===== src/rtl/rdma_rx_remap.sv =====
`timescale 1ns/1ps
// rdma_rx_remap: inbound remote->local address remap with window check.
// Accepted requests inside [OFFSET, OFFSET+WIN_BYTES) are translated to
// local addresses and queued in a small FIFO toward the local memory port;
// everything else is routed, untranslated, to a single-entry error channel.
// A single capture stage in front keeps strict request order across both
// destinations.
// Optional feature: define RDMA_RX_STATS_EN to build the saturating
// accept/reject counters; without it cnt_ok/cnt_err are constant zero.
module rdma_rx_remap #(
    parameter logic [31:0] OFFSET    = 32'h8000_0000,
    parameter logic [31:0] WIN_BYTES = 32'h1000_0000,
    parameter int          LEN_W     = 12,
    parameter int          DEPTH     = 4
) (
    input  logic             clk,
    input  logic             rst_n,
    input  logic             req_valid,
    output logic             req_ready,
    input  logic [31:0]      req_addr,
    input  logic [LEN_W-1:0] req_len,
    input  logic             req_write,
    output logic             loc_valid,
    input  logic             loc_ready,
    output logic [31:0]      loc_addr,
    output logic [LEN_W-1:0] loc_len,
    output logic             loc_write,
    output logic             err_valid,
    input  logic             err_ready,
    output logic [31:0]      err_addr,
    output logic [15:0]      cnt_ok,
    output logic [15:0]      cnt_err
);
    localparam int AW = $clog2(DEPTH);
    localparam int EW = 32 + LEN_W + 1;
    localparam logic [AW:0] FULL_CNT = (AW+1)'(DEPTH);

    logic             r_vld_p1;
    logic [31:0]      r_addr_p1;
    logic [LEN_W-1:0] r_len_p1;
    logic             r_write_p1;

    logic [EW-1:0]    r_mem [DEPTH];
    logic [AW:0]      r_wptr;
    logic [AW:0]      r_rptr;

    logic             r_err_valid;
    logic [31:0]      r_err_addr;

    logic [31:0]      w_local;
    logic [32:0]      w_end;
    logic             w_ok;
    logic [AW:0]      w_count;
    logic             w_pop;
    logic             w_full;
    logic             w_push;
    logic             w_err_load;
    logic             w_adv_p1;

    // Window check in 33 bits so a request running past 2^32 cannot wrap
    // back into the window.
    assign w_local  = r_addr_p1 - OFFSET;
    assign w_end    = {1'b0, w_local} + {{(33-LEN_W){1'b0}}, r_len_p1};
    assign w_ok     = (r_addr_p1 >= OFFSET) && (r_len_p1 != '0) &&
                      (w_end <= {1'b0, WIN_BYTES});

    // Fullness is judged after this cycle's pop so a full FIFO that is
    // draining can still take the next push in the same cycle.
    assign w_count    = r_wptr - r_rptr;
    assign loc_valid  = (w_count != '0);
    assign w_pop      = loc_valid && loc_ready;
    assign w_full     = (w_count == FULL_CNT) && !w_pop;

    // Stage 1 only advances into its own destination; a busy destination
    // stalls it even when the other channel is idle, preserving order.
    assign w_push     = r_vld_p1 && w_ok && !w_full;
    assign w_err_load = r_vld_p1 && !w_ok && (!r_err_valid || err_ready);
    assign w_adv_p1   = w_push || w_err_load;
    assign req_ready  = !r_vld_p1 || w_adv_p1;

    assign {loc_addr, loc_len, loc_write} = r_mem[r_rptr[AW-1:0]];
    assign err_valid = r_err_valid;
    assign err_addr  = r_err_addr;

    // Stage 1 capture register: holds one request until its destination frees.
    always_ff @(posedge clk or negedge rst_n) begin
        if (!rst_n) begin
            r_vld_p1   <= 1'b0;
            r_addr_p1  <= '0;
            r_len_p1   <= '0;
            r_write_p1 <= 1'b0;
        end else if (req_valid && req_ready) begin
            r_vld_p1   <= 1'b1;
            r_addr_p1  <= req_addr;
            r_len_p1   <= req_len;
            r_write_p1 <= req_write;
        end else if (w_adv_p1) begin
            r_vld_p1   <= 1'b0;
        end
    end

    // Output FIFO of translated requests; the extra pointer bit separates full from empty.
    always_ff @(posedge clk or negedge rst_n) begin
        if (!rst_n) begin
            r_wptr <= '0;
            r_rptr <= '0;
            for (int i = 0; i < DEPTH; i++) r_mem[i] <= '0;
        end else begin
            if (w_push) begin
                r_mem[r_wptr[AW-1:0]] <= {w_local, r_len_p1, r_write_p1};
                r_wptr <= r_wptr + 1'b1;
            end
            if (w_pop) r_rptr <= r_rptr + 1'b1;
        end
    end

    // Single-entry error channel carrying the untranslated remote address.
    always_ff @(posedge clk or negedge rst_n) begin
        if (!rst_n) begin
            r_err_valid <= 1'b0;
            r_err_addr  <= '0;
        end else if (w_err_load) begin
            r_err_valid <= 1'b1;
            r_err_addr  <= r_addr_p1;
        end else if (err_ready) begin
            r_err_valid <= 1'b0;
        end
    end

`ifdef RDMA_RX_STATS_EN
    logic [15:0] r_cnt_ok;
    logic [15:0] r_cnt_err;

    function automatic logic [15:0] sat_inc(input logic [15:0] v);
        return (v == 16'hFFFF) ? v : v + 16'd1;
    endfunction

    // Saturating accept/reject counters, cleared only by reset.
    always_ff @(posedge clk or negedge rst_n) begin
        if (!rst_n) begin
            r_cnt_ok  <= '0;
            r_cnt_err <= '0;
        end else begin
            if (w_push)     r_cnt_ok  <= sat_inc(r_cnt_ok);
            if (w_err_load) r_cnt_err <= sat_inc(r_cnt_err);
        end
    end

    assign cnt_ok  = r_cnt_ok;
    assign cnt_err = r_cnt_err;
`else
    assign cnt_ok  = 16'h0000;
    assign cnt_err = 16'h0000;
`endif

endmodule


===== config.mk =====
export PLATFORM = sky130hd
export DESIGN_NAME = rdma_rx_remap
export DESIGN_NICKNAME = d
export VERILOG_FILES = /design/src/rtl/rdma_rx_remap.sv
export SDC_FILE = /design/constraint.sdc
export NUM_CORES = 1
export LEC_CHECK = 0
export CAP_MARGIN = 30
export CORE_MARGIN = 4
export CORE_UTILIZATION = 46
export DETAILED_ROUTE_END_ITERATION = 8
export PLACE_DENSITY = 0.67
export SLEW_MARGIN = 20
export SYNTH_ARGS = -nofsm -noshare
export SYNTH_HDL_FRONTEND = slang
export SYNTH_SLANG_ARGS = --single-unit

===== constraint.sdc =====
create_clock -name clk -period 7.15 [get_ports clk]
set_input_delay 1.43 -clock clk [delete_from_list [all_inputs] [get_ports clk]]
set_output_delay 1.43 -clock clk [all_outputs]
set_load 0.05 [all_outputs]

=== Word-level counts from Yosys, hierarchy flattened ===
Index checks and enable logic that the tools add are counted.
Widths: inputs -> output; s select.

* Register bits: 265
* Word-level logic and storage cells: 57
* ROM bits: 0
* RAM bits: 0
* Memories kept: 0
* Bits of input ports: 50
* Latch bits: 0

* Multiply operators: 0
* Multiplexer cells: 10
* Add/sub/neg operators: 5
* Bitwise logic cells: 2
* Div/mod/pow operators: 0
* Shifts and indexed selects: 0
* Reduce and logical (&&, ||, !) cells: 22
* Equality and inequality tests: 1
* Magnitude comparators: 5

{| class="wikitable"
|+ Operators by type and width
! cell !! count
|-
| $bwmux 180 || 1
|-
| $mux 45 || 3
|-
| $bmux 45 s2 || 1
|-
| $demux 45 s2 || 1
|-
| $add 32x12->33 || 1
|-
| $le 33x29->1 const B || 1
|-
| $ge 32x32->1 const B || 1
|-
| $sub 32x32->32 const B || 1
|-
| $reduce_bool 12->1 || 1
|-
| $logic_and 1x1->1 || 10
|-
| $add 3x1->3 const B || 2
|-
| $ge 3x3->1 const B || 2
|-
| $not 2->3 || 2
|-
| $logic_not 1->1 || 5
|-
| $mux 1 || 4
|-
| $reduce_bool 2->1 || 2
|-
| $eq 3x3->1 const B || 1
|-
| $logic_or 1x1->1 || 3
|-
| $lt 3x1->1 const B || 1
|-
| $reduce_bool 3->1 || 1
|-
| $sub 3x3->3 || 1
|}

=== Longest topological paths before layout ===
Gate-level depths: netlist (run 1).

* Depth in word-level cells: 11
* Mapped depth: 13
* Mapped depth without buffers: 12

=== Least setup slack after synthesis (run 1) ===
OpenSTA, ideal clock, no wires.

* Path kind: reg2out
* Start: register r_addr_p1[0]
* End: output req_ready
* Data arrival time: 3.561 ns
* Buffers on the path: 0
* Data required time: 5.720 ns
* Path slack: 2.159 ns
* Cell stages (with the launch flop): 11
* Path through: dfrtp_1 ha_1 fa_1 a2111oi_0 nand3_1 or4b_1 nor4b_1 and4b_1 a31oi_1 nand2b_4 a21oi_1

* Cells in the longest elaborated chain, start to end: 9
* Elaborated cells between the ends (all ways): 13
* Classes of those cells: add/sub: 2; order compare: 2; reduce/logical: 9

{| class="wikitable"
|+ Ends and longest elaborated chain
! element !! line !! RTL
|-
| from (decl) || 39 || <nowiki>logic [31:0] r_addr_p1;</nowiki>
|-
| from (signal assigned) || 94 || <nowiki>r_addr_p1 <= req_addr;</nowiki>
|-
| $sub 32x32->32 || 62 || <nowiki>assign w_local = r_addr_p1 - OFFSET;</nowiki>
|-
| $add 32x12->33 || 63 || <nowiki>assign w_end = {1'b0, w_local} + {{(33-LEN_W){1'b0}}, r_len_p1};</nowiki>
|-
| $le 33x29->1 || 65 || <nowiki>(w_end <= {1'b0, WIN_BYTES});</nowiki>
|-
| $logic_and 1x1->1 (*) || 64 || <nowiki>assign w_ok = (r_addr_p1 >= OFFSET) && (r_len_p1 != '0) &&</nowiki>
|-
| $logic_not 1->1 || 77 || <nowiki>assign w_err_load = r_vld_p1 && !w_ok && (!r_err_valid || err_ready);</nowiki>
|-
| $logic_and 1x1->1 (2 in series) || 77 ||
|-
| $logic_or 1x1->1 (*) || 78 || <nowiki>assign w_adv_p1 = w_push || w_err_load;</nowiki>
|-
| $logic_or 1x1->1 (*) || 79 || <nowiki>assign req_ready = !r_vld_p1 || w_adv_p1;</nowiki>
|-
| to (decl) || 19 || <nowiki>output logic req_ready,</nowiki>
|}

Every way passes the cells marked *; elsewhere a longest branch is shown, timed or not.

=== Worst setup path in the final report (run 1) ===
* Start: register r_len_p1[0]
* End: output req_ready

* Cells in the longest elaborated chain, start to end: 8
* Elaborated cells between the ends (all ways): 12
* Classes of those cells: add/sub: 1; order compare: 1; reduce/logical: 10

{| class="wikitable"
|+ Ends and longest elaborated chain
! element !! line !! RTL
|-
| from (decl) || 40 || <nowiki>logic [LEN_W-1:0] r_len_p1;</nowiki>
|-
| from (signal assigned) || 95 || <nowiki>r_len_p1 <= req_len;</nowiki>
|-
| $add 32x12->33 / $reduce_bool 12->1 (equally long branches) || 63, 64 ||
|-
| $le 33x29->1 / $logic_and 1x1->1 (equally long branches) || 65, 64 ||
|-
| $logic_and 1x1->1 (*) || 64 ||
|-
| $logic_not 1->1 || 77 ||
|-
| $logic_and 1x1->1 (2 in series) || 77 ||
|-
| $logic_or 1x1->1 (*) || 78 ||
|-
| $logic_or 1x1->1 (*) || 79 ||
|}

Marked as above.

==> impl_results.md, run 1 <==
* Status: completed
* Clk slew on worst S/H paths at 0.06 ns
* Setup repair after global routing missed its margin: no
* Number of vias per cell after detailed routing at 5.71
* Number of buffers added by the clock tree synthesis step at 29
* Startpoint Class: flop
* Part of the Yosys area used for sequential elements at 52.2%
* Post-CTS setup repair buffer count at 0
* Antenna diodes at 0
* Clock Path Buffers at 3
* Post-placement cell area at 14100 um^2
* DR iter-0 viols at 487
* Total global routing track utilization at 19.8%
* Crit path arrival time at 4.79 ns
* Worst-Margin Slew at 0.871 ns
* Class of the worst hold path: flop to flop
* RR Startpoint: r_len_p1[0]
* Fraction of registers with async set/reset at 100%
* Crit path kind: flop to primary output
* First-pass iteration count of the detailed router at 5
* Resized Gates After CTS at 0
* Global placer's final weighted congestion at 0.946
* Starting utilization of the core area at 47.0%
* Average routed wire per standard cell at 21.6 um
* PwrDens at 455 nW/um^2
* Commonest register cell after synthesis: dfrtp_1
* Clock latency reported for the late side of the worst-skew pair at 0.54 ns
* Critical Path Start: r_len_p1[0]
* Hold Vio Cnt, Final at 0
* Global-route wire length before repair at 48200 um
* Area of the mapped netlist at 12700 um^2
* Growth of design area from synthesis to finish at 19.5%
* Placeable Area at 27000 um^2
* Total half-perimeter wirelength after legalization and detailed placement at 19500 um
* TritonCTS clock tree: done
* Summed negative setup slack over all endpoints at 0 ns
* Area of all placed cells without fillers at 15200 um^2
* Lkg Pwr at 6.74 nW
* Number of antenna violations at the first check in global routing at 0
* Final Power at 6.90 mW
* Share of post-route cells with drive strength above 1 at 32.9%
* Highest fanout seen on the critical path at 7
* Required time of the critical path at 5.72 ns
* Pin count of the biggest net entering global routing at 117
* Count of filler cells inserted in the layout at 2223
* Portion of the clock cycle consumed by the worst path in the final layout at 87.0%
* Max cap viols at 0
* Number of endpoints failing setup at the final stage at 0
* Remaining design rule violation count at 0
* Number of I/O pins at 162
* Number of warnings printed during yosys synthesis at 0
* Number of instances in the synthesized netlist at 908
* Hold buffer count at cts at 0
* Count of antenna-violating nets left after detailed routing at 0
* Area of combinational cells with multiple inputs at 5650 um^2
* Achievable frequency at 161 MHz
* Buffers added on ports at 129
* Number of enable flip-flop cells after synthesis at 0
* Flops & latches, synth at 265
* Count of unique library cells instantiated by Yosys at 66
* Width of the chip at 174 um
* Worst supply voltage drop on vdd at 0.274 mV
* Mean instance size in the synthesized netlist at 14.0 um^2
* Die span in y at 174 um
* Number of global-route vias before repair at 8235
* Category of the worst setup path capture point: primary output
* Clock skew after layout at 0.0105 ns
* Total wire length at 30000 um
* H-tree levels at 1
* Worst min-delay path startpoint: r_mem[42]
* Global route overflow at 0
* Rel. slew slack at 42.0%
* Pins Over Slew Limit at 0
* Die Outline Area at 30300 um^2
* Time the worst path needs with I/O delays and setup at 6.22 ns
* Library cell used as clock root buffer: clkbuf_16
* Count of vias placed by the detailed router at 7936
* Total Nets Final at 1096
* Clk sinks at 265
* Number of standard-cell rows in the floorplan at 60
* Sequential Area at 6640 um^2
final timing paths:
| path | endpoint | slack (ns) | cells past startpoint |
|---|---|---|---|
| worst min-delay path | r_mem[42] | 0.48 | 1 |
| max in group asynchronous | r_mem[168] | 4.89 | 3 |
| worst max-delay path | req_ready | 0.93 | 11 |
| min in group asynchronous | r_mem[112] | 0.97 | 1 |
| worst min register to register | r_mem[42] | 0.48 | 1 |
| worst max register to register | r_mem[116] | 2.42 | 13 |
metal layers:
| layer | track usage (%) | vias to the layer above | wire length, um | share of wire [%] |
|---|---|---|---|---|
| li1 | - | 3542 | - | - |
| met2 | 32.1 | 228 | 14300 | 48 |
| met1 | 28.6 | 4122 | 13700 | 46 |
| met4 | 4.45 | 0 | 645 | 2.1 |
| met5 | 0 | - | 0 | 0 |
| met3 | 2.87 | 44 | 1390 | 4.6 |
synth_stat cells (3+ instances only):
library cell	number	area [um^2]
dfrtp_1	265	6630
mux2_2	224	2520
mux4_2	45	1010
buf_4	32	240
nand2_1	31	116
a21oi_1	27	135
clkbuf_1	24	90.1
mux2_1	22	248
buf_2	20	100
ha_1	19	238
nand3_1	14	70.1
nor2_1	14	52.6
and2_1	13	81.3
nand4_1	12	75.1
o21ai_0	11	55.1
nor3_1	10	50.1
nor4_1	10	62.6
xnor2_1	10	87.6
inv_1	9	33.8
buf_1	6	22.5
and3_1	4	25.0
buf_6	4	45.0
mux2i_1	4	40.0
nand2_2	4	25.0
o31ai_1	4	30.0
or3_1	4	25.0
xor2_1	4	35.0
a2111oi_0	3	26.3
a21o_1	3	22.5
a31oi_1	3	18.8
nand4b_1	3	26.3
nor2b_1	3	18.8
o21a_1	3	22.5
o31a_1	3	26.3
final cells by class:
cell class	count	share of cell area, %
Sequential cell	265	43.8
Clock inverter	10	1.06
Clock buffer	44	5.62
Timing Repair Buffer	142	9.27
Tap cell	341	2.81
Inverter	9	0.223
Multi-Input combinational cell	579	37.3
critical path, cell delays in order (launching register included):
cell	delay, ns
dfrtp_1	0.46
ha_1	0.26
fa_1	0.25
a21oi_1	0.08
or3b_2	0.50
a211oi_2	0.43
o311ai_0	0.24
xnor2_1	0.19
nor4_2	0.49
nor4b_2	0.46
a21oi_1	0.15
clkdlybuf4s50_1	0.74
placed cells by master (no fill, tap or decap), types with 7 or more instances in the layout:
| master | n |
|---|---|
| nand4_1 | 12 |
| mux2_1 | 22 |
| clkbuf_1 | 8 |
| nand2_1 | 31 |
| nand3_1 | 13 |
| ha_1 | 19 |
| inv_1 | 9 |
| xnor2_1 | 10 |
| and2_1 | 13 |
| o21ai_0 | 11 |
| nor4_1 | 10 |
| nor3_1 | 10 |
| clkdlybuf4s50_1 | 128 |
| mux4_2 | 45 |
| buf_4 | 12 |
| conb_1 | 32 |
| mux2_2 | 224 |
| dfrtp_1 | 263 |
| clkbuf_16 | 29 |
| clkbuf_8 | 7 |
| a21oi_1 | 27 |
| nor2_1 | 14 |
through the flow:
step | utilization, % | cells | hold WS [ns] | setup WS [ns]
after floorplan | - | 939 | 0.448 | 2.16
after global placement | 52.3 | 1335 | 0.464 | 1.59
after detailed placement | 52.3 | 1335 | 0.468 | 1.49
after CTS | 56.0 | 1389 | 0.485 | 0.880
after global routing | 56.1 | 1390 | 0.489 | 0.658
final | 56.1 | 1390 | 0.481 | 0.928
registers in the layout, indices dropped and copies added (netlist names):
name and flops:
r_vld_p1 1, r_wptr 3, r_len_p1 12, r_rptr 3, err_valid 1, r_addr_p1 32, err_addr 32, r_mem 180
r_write_p1 1
power breakdown:
part,internal [mW],leakage [nW],switching (mW)
Sequential,1.99,3.38,0.412
Clock,0.965,0.498,0.602
Combinational,1.26,2.86,1.67
cell families after synthesis:
logic type | after synthesis | synth area share, %
other | 1 | 0.0295
XOR/XNOR | 14 | 0.966
multiplexers | 295 | 30.1
adder cells (fa/ha/maj) | 20 | 2.03
flip-flops | 265 | 52.2
buffers and inverters | 95 | 4.19
AND/OR/NAND/NOR | 139 | 6.14
AO/OA/AOI/OAI | 79 | 4.27
Note: power is estimated with default switching activity, not from simulation.
==> inputs of run 2 (changes only) <==
--- a/config.mk
+++ b/config.mk
@@ -5,6 +5,7 @@
 export SDC_FILE = /design/constraint.sdc
 export NUM_CORES = 1
 export LEC_CHECK = 0
+export ABC_CLOCK_PERIOD_IN_PS = 7150
 export CAP_MARGIN = 30
 export CORE_MARGIN = 4
 export CORE_UTILIZATION = 46
==> results of run 2 <==
No change in the layout: final DEF, timing and power equal those of run 1.
==> variant 1, RTL diff (config.mk and constraints of run 2) <==
The option `RDMA_RX_STATS_EN` is turned on by a define.
--- a/src/rtl/rdma_rx_remap.sv
+++ b/src/rtl/rdma_rx_remap.sv
@@ -7,6 +7,8 @@
 // destinations.
 // Optional feature: define RDMA_RX_STATS_EN to build the saturating
 // accept/reject counters; without it cnt_ok/cnt_err are constant zero.
+`define RDMA_RX_STATS_EN
+
 module rdma_rx_remap #(
     parameter logic [31:0] OFFSET    = 32'h8000_0000,
     parameter logic [31:0] WIN_BYTES = 32'h1000_0000,
Function: changed (a bounded check fails within 4 cycles, from zero or initial values and one cycle with rst_n low).
==> variant 1 against run 2 <==
  * Final area is 11% higher
  * Critical path depth is the same
  * Sequential power increased by 8.7%
  * Highest routed layer unchanged
  * Sequential cell count rose by 32
  * Via count increased by 6.0%
  * Critical endpoint unchanged
  * Total power rose by 6.9%
  * Setup slack improved by 0.13 ns
  * Utilization increased by 0.54 points
  * Routed wire length is 5.7% higher
  * Sequential share of layout area is 0.30 points higher
  * Area after synthesis up 10%
  * Die area increased by 9.5%
  * Clock skew is 0.0010 ns higher
==> variant 1: results (changes against run 2) <==
outcome complete, no violations; Internal 4.586 mW (+8.8%); antenna viol nets, final 0 (unchanged); most instantiated cells after synthesis dfrtp_1 (297), mux2_2 (198), mux4_2 (45), mux2_4 (40), nand2_1 (33); Syn Inst Count 956 (+5.3%); largest net degree at the start of global routing 157 (+34%); ys flop type dfrtp_1; Via density 5.561 (-2.6%); metal2 WL 14.98 mm (+5.0%); CP max-delay cell clkdlybuf4s50_1; max reg flops 180 (unchanged); Top Layer Used met4; H-tree depth 2 (+1); CP max stage delay 0.70 ns (-0.04 ns); Crit path max-delay family compound AO/OA/AOI/OAI gates; crit path DAT 4.67 ns (-0.12 ns); vias in the first global route 8,993 (+9.2%); ranking of synthesized cells by area dfrtp_1 (53%), mux2_2 (16%), mux4_2 (7.3%), mux2_4 (4.3%), ha_1 (1.9%); diode count 0 (unchanged); setup repair bufs after CTS 0 (unchanged); Post-DP Area 0.01573 mm² (+11%); metal3 WL 1.343 mm (-3.7%); # placed instances 1,453 (+8.8%); final weighted congestion in routability-driven placement 0.8425 (-11%); Worst Skew 0.01149 ns (+0.001037 ns); Place WS 1.566 ns (+0.07113 ns); DRT iter0 DRCs 419 (-14%); vias 8,414 (+6.0%); Net Count, Synth 1,028; share of layout cells above drive strength 1 0.3277 (-0.001191); first-pass GRT wire length 51.45 mm (+6.7%); Ys Warns 0 (unchanged); maximum VDD drop 0.0002954 V (+8.0%); CTS buffer count 34 (+17%); M1 WL 14.77 mm (+7.8%); hold crit path type reg2reg; fraction of registers with async set/reset 1.000 (unchanged); post-synthesis sequential area ratio 0.5325 (+0.01007); Yosys cell types 67 (+1.5%); FF-to-FF setup slack 1.93 ns (-0.49 ns); initial antenna violation count 0 (unchanged); leak pwr 7.541 nW (+12%); GRT Util Overall 0.1935 (-0.004387); later-pin clock latency in the skew report 0.51 ns (-0.03 ns); DP HPWL 20.05 mm (+2.8%); Routed WL per cell 20.98 µm (-2.9%); Slew @ Worst Pin 0.9188 ns (+0.04830 ns); nets@finish 1,172 (+6.9%); Tmin final 6.095 ns (-0.1268 ns); IO buf count 161 (+25%); Worst-path clk slew 0.06 ns (about the same)
[variant 1: path summary, 6_finish.rpt]
path | depth (start not counted) | end | start
max in group asynchronous | 2 | r_mem[50] | rst_n
setup reg to reg | 12 | r_mem[163] | r_addr_p1[7]
setup / recovery | 11 | req_ready | r_addr_p1[7]
hold reg to reg | 1 | r_rptr[2] | r_rptr[2]
min in group asynchronous | 1 | r_mem[163] | rst_n
hold / removal | 1 | r_rptr[2] | r_rptr[2]
[variant 1: layout make-up]
type / instances / area (µm²)
multi-input cells: 585 / 6073
clock buffers: 49 / 1021
inverters: 12 / 45.04
flip-flops and latches: 297 / 7437
well taps: 390 / 488.0
fillers: 2453 / 12910
repair buffers: 170 / 1709
clock inverters: 10 / 108.9
[variant 1: power groups by stage]
stage	clock network, mW	registers, mW	logic, mW
final	1.74	2.62	3.02
after global routing	1.85	2.70	3.20
after CTS	1.78	2.62	3.06
after detailed placement	0	2.64	3.05
after global placement	0	2.62	3.02
after floorplan	0	2.78	1.96
[variant 1: per-layer routing]
layer / GRT usage / vias to the layer above
li1: - / 3779
met1: 0.2743 / 4412
met2: 0.3116 / 181
met3: 0.03349 / 42
met4: 0.05284 / 0
met5: 0 / -
[variant 1: metrics by stage]
stage | power, mW | hold slack, ns
3_3_place_gp | 5.643 | 0.4628
4_1_cts | 7.463 | 0.4913
3_5_place_dp | 5.694 | 0.4769
2_1_floorplan | 4.737 | 0.4586
6_report | 7.374 | 0.4891
5_1_grt | 7.745 | 0.5072
[variant 1: logic make-up after synthesis]
group                    synth area share
AO/OA/AOI/OAI                     0.03828
XOR/XNOR                          0.02761
adder cells (fa/ha/maj)           0.02026
buffers and inverters             0.03272
flip-flops                         0.5325
multiplexers                       0.2838
AND/OR/NAND/NOR                   0.06482
==> variant 2, RTL diff (settings of run 2) <==
Made on the original files. Put one more register stage on the output `err_addr`, with the module's reset. The value now appears one clock later. The other outputs are not delayed to match.
--- a/src/rtl/rdma_rx_remap.sv
+++ b/src/rtl/rdma_rx_remap.sv
@@ -80,7 +80,13 @@
 
     assign {loc_addr, loc_len, loc_write} = r_mem[r_rptr[AW-1:0]];
     assign err_valid = r_err_valid;
-    assign err_addr  = r_err_addr;
+    always_ff @(posedge clk or negedge rst_n) begin
+        if (!rst_n) begin
+            err_addr <= '0;
+        end else begin
+            err_addr <= r_err_addr;
+        end
+    end
 
     // Stage 1 capture register: holds one request until its destination frees.
     always_ff @(posedge clk or negedge rst_n) begin
Behaviour: not the same (a bounded check fails within 4 cycles, from zero or initial values and one cycle with rst_n low).
==> variant 2 against run 2 <==
  * Final area rose by 6.8%
  * Routed wire length grew 1.8%
  * Critical path depth up 1
  * Sequential cell count up 32
  * Setup slack got worse by 0.079 ns
  * Largest power group unchanged
  * Total power is 3.7% higher
  * Area after synthesis increased by 9.6%
==> variant 2: results (changes against run 2) <==
largest net degree at the start of global routing 143 (+22%); later-pin clock latency in the skew report between 0.5 and 0.6 ns; DP HPWL 19.95 mm (+2.3%); final weighted congestion in routability-driven placement 0.9015 (-4.7%); vias in the first global route 8,423 (+2.3%); Seq. cell area 0.007437 mm² (+12%); GRT Util Overall 0.1841 (-0.01376); Place WS 1.433 ns (-0.06187 ns); Clock power frac 0.208 (-0.019); Yosys cell types 79 (+20%); metal3 WL 1.404 mm (+0.72%); Multi-input gate area 0.005876 mm² (+4.0%); Post-DP Area 0.01528 mm² (+8.1%); vias 8,103 (+2.1%); share of layout cells above drive strength 1 0.2481 (-0.08075); most instantiated cells after synthesis dfrtp_1 (297), mux2_1 (108), mux2_2 (98), mux4_2 (45), mux2_4 (40); Seq cells post-synth 297 (+12%); Ys Warns 0 (unchanged); post-synthesis sequential area ratio 0.5345 (+0.01198); crit path DAT 4.87 ns (+0.08 ns); Worst Skew 0.008316 ns (-0.002142 ns); Signal buf overhead 0.08810 (-0.004623); maximum VDD drop 0.0003680 V (+35%); Top Layer Used met4; Combinational Power Share 0.416 (-0.008); Slew @ Worst Pin 0.8070 ns (-0.06355 ns); Pwr Density 441.6 mW/mm² (-2.9%); Final Core Density 0.5453 (-0.01592); final WL 30.56 mm (+1.8%); first-pass GRT wire length 48.99 mm (+1.6%); Fill cells 2,447 (+10%); non-clock inverter total of the final layout 14 (+5); CTS buffer count 30 (+3.4%); leak pwr 7.281 nW (+8.0%); Clock buffer cells 45 (+2.3%); DRT iter0 DRCs 499 (+2.5%); ranking of synthesized cells by area dfrtp_1 (53%), mux2_1 (8.7%), mux2_2 (7.9%), mux4_2 (7.3%), mux2_4 (4.3%); M1 WL 13.77 mm (+0.47%); nets@finish 1,127 (+2.8%); multi-input logic cell count 573 (-1.0%); outcome complete, no violations; metal2 WL 14.70 mm (+3.0%); Clock-cell share 0.05698 (-0.009837)
==> variant 2: per-stage QoR <==
step / hold WS [ns] / instances
after floorplan: 0.3486 / 971
after global placement: 0.3546 / 1413
after detailed placement: 0.3563 / 1415
after CTS: 0.3711 / 1462
after global routing: 0.3789 / 1462
final: 0.3680 / 1462
==> variant 2: per-layer routing <==
layer,vias to the layer above,track usage
li1,3612,-
met1,4202,0.2642
met2,233,0.2988
met3,56,0.02764
met4,0,0.04383
met5,-,0
==> variant 2: final timing paths <==
| path | startpoint | to | slack, ns | depth (start not counted) |
|---|---|---|---|---|
| hold / removal | r_err_addr[17] | err_addr[17] | 0.37 | 0 |
| min in group asynchronous | rst_n | err_addr[14] | 0.84 | 1 |
| max in group asynchronous | rst_n | r_rptr[0] | 5.11 | 2 |
| setup reg to reg | r_addr_p1[0] | r_mem[20] | 2.06 | 13 |
| hold reg to reg | r_err_addr[17] | err_addr[17] | 0.37 | 0 |
| setup / recovery | r_addr_p1[0] | req_ready | 0.85 | 12 |
==> variant 2: critical path, cell delays in order, from the launching register on <==
cell	delay, ns
dfrtp_1	0.46
ha_1	0.24
fa_1	0.25
a21oi_1	0.08
or3b_1	0.39
a211oi_1	0.62
mux2i_1	0.26
o211a_1	0.17
nand4_2	0.13
o31ai_4	0.40
nand2b_2	0.16
a22oi_1	0.29
clkdlybuf4s50_1	0.87
==> variant 2: kinds of logic (layout without fill, tap and decap cells) <==
logic type                 Yosys count  after routing  synth area share
DFF                                297            297            0.5345
muxes                              295            295            0.2858
and+or+nand+nor                    132            132           0.05525
buffers and inverters              101            202           0.05219
AOI/OAI and AO/OA                   80             80           0.04472
adders and majority gates           20             20           0.01854
xor gates and xnor gates            14             14          0.008818
other                                1             32         0.0002697
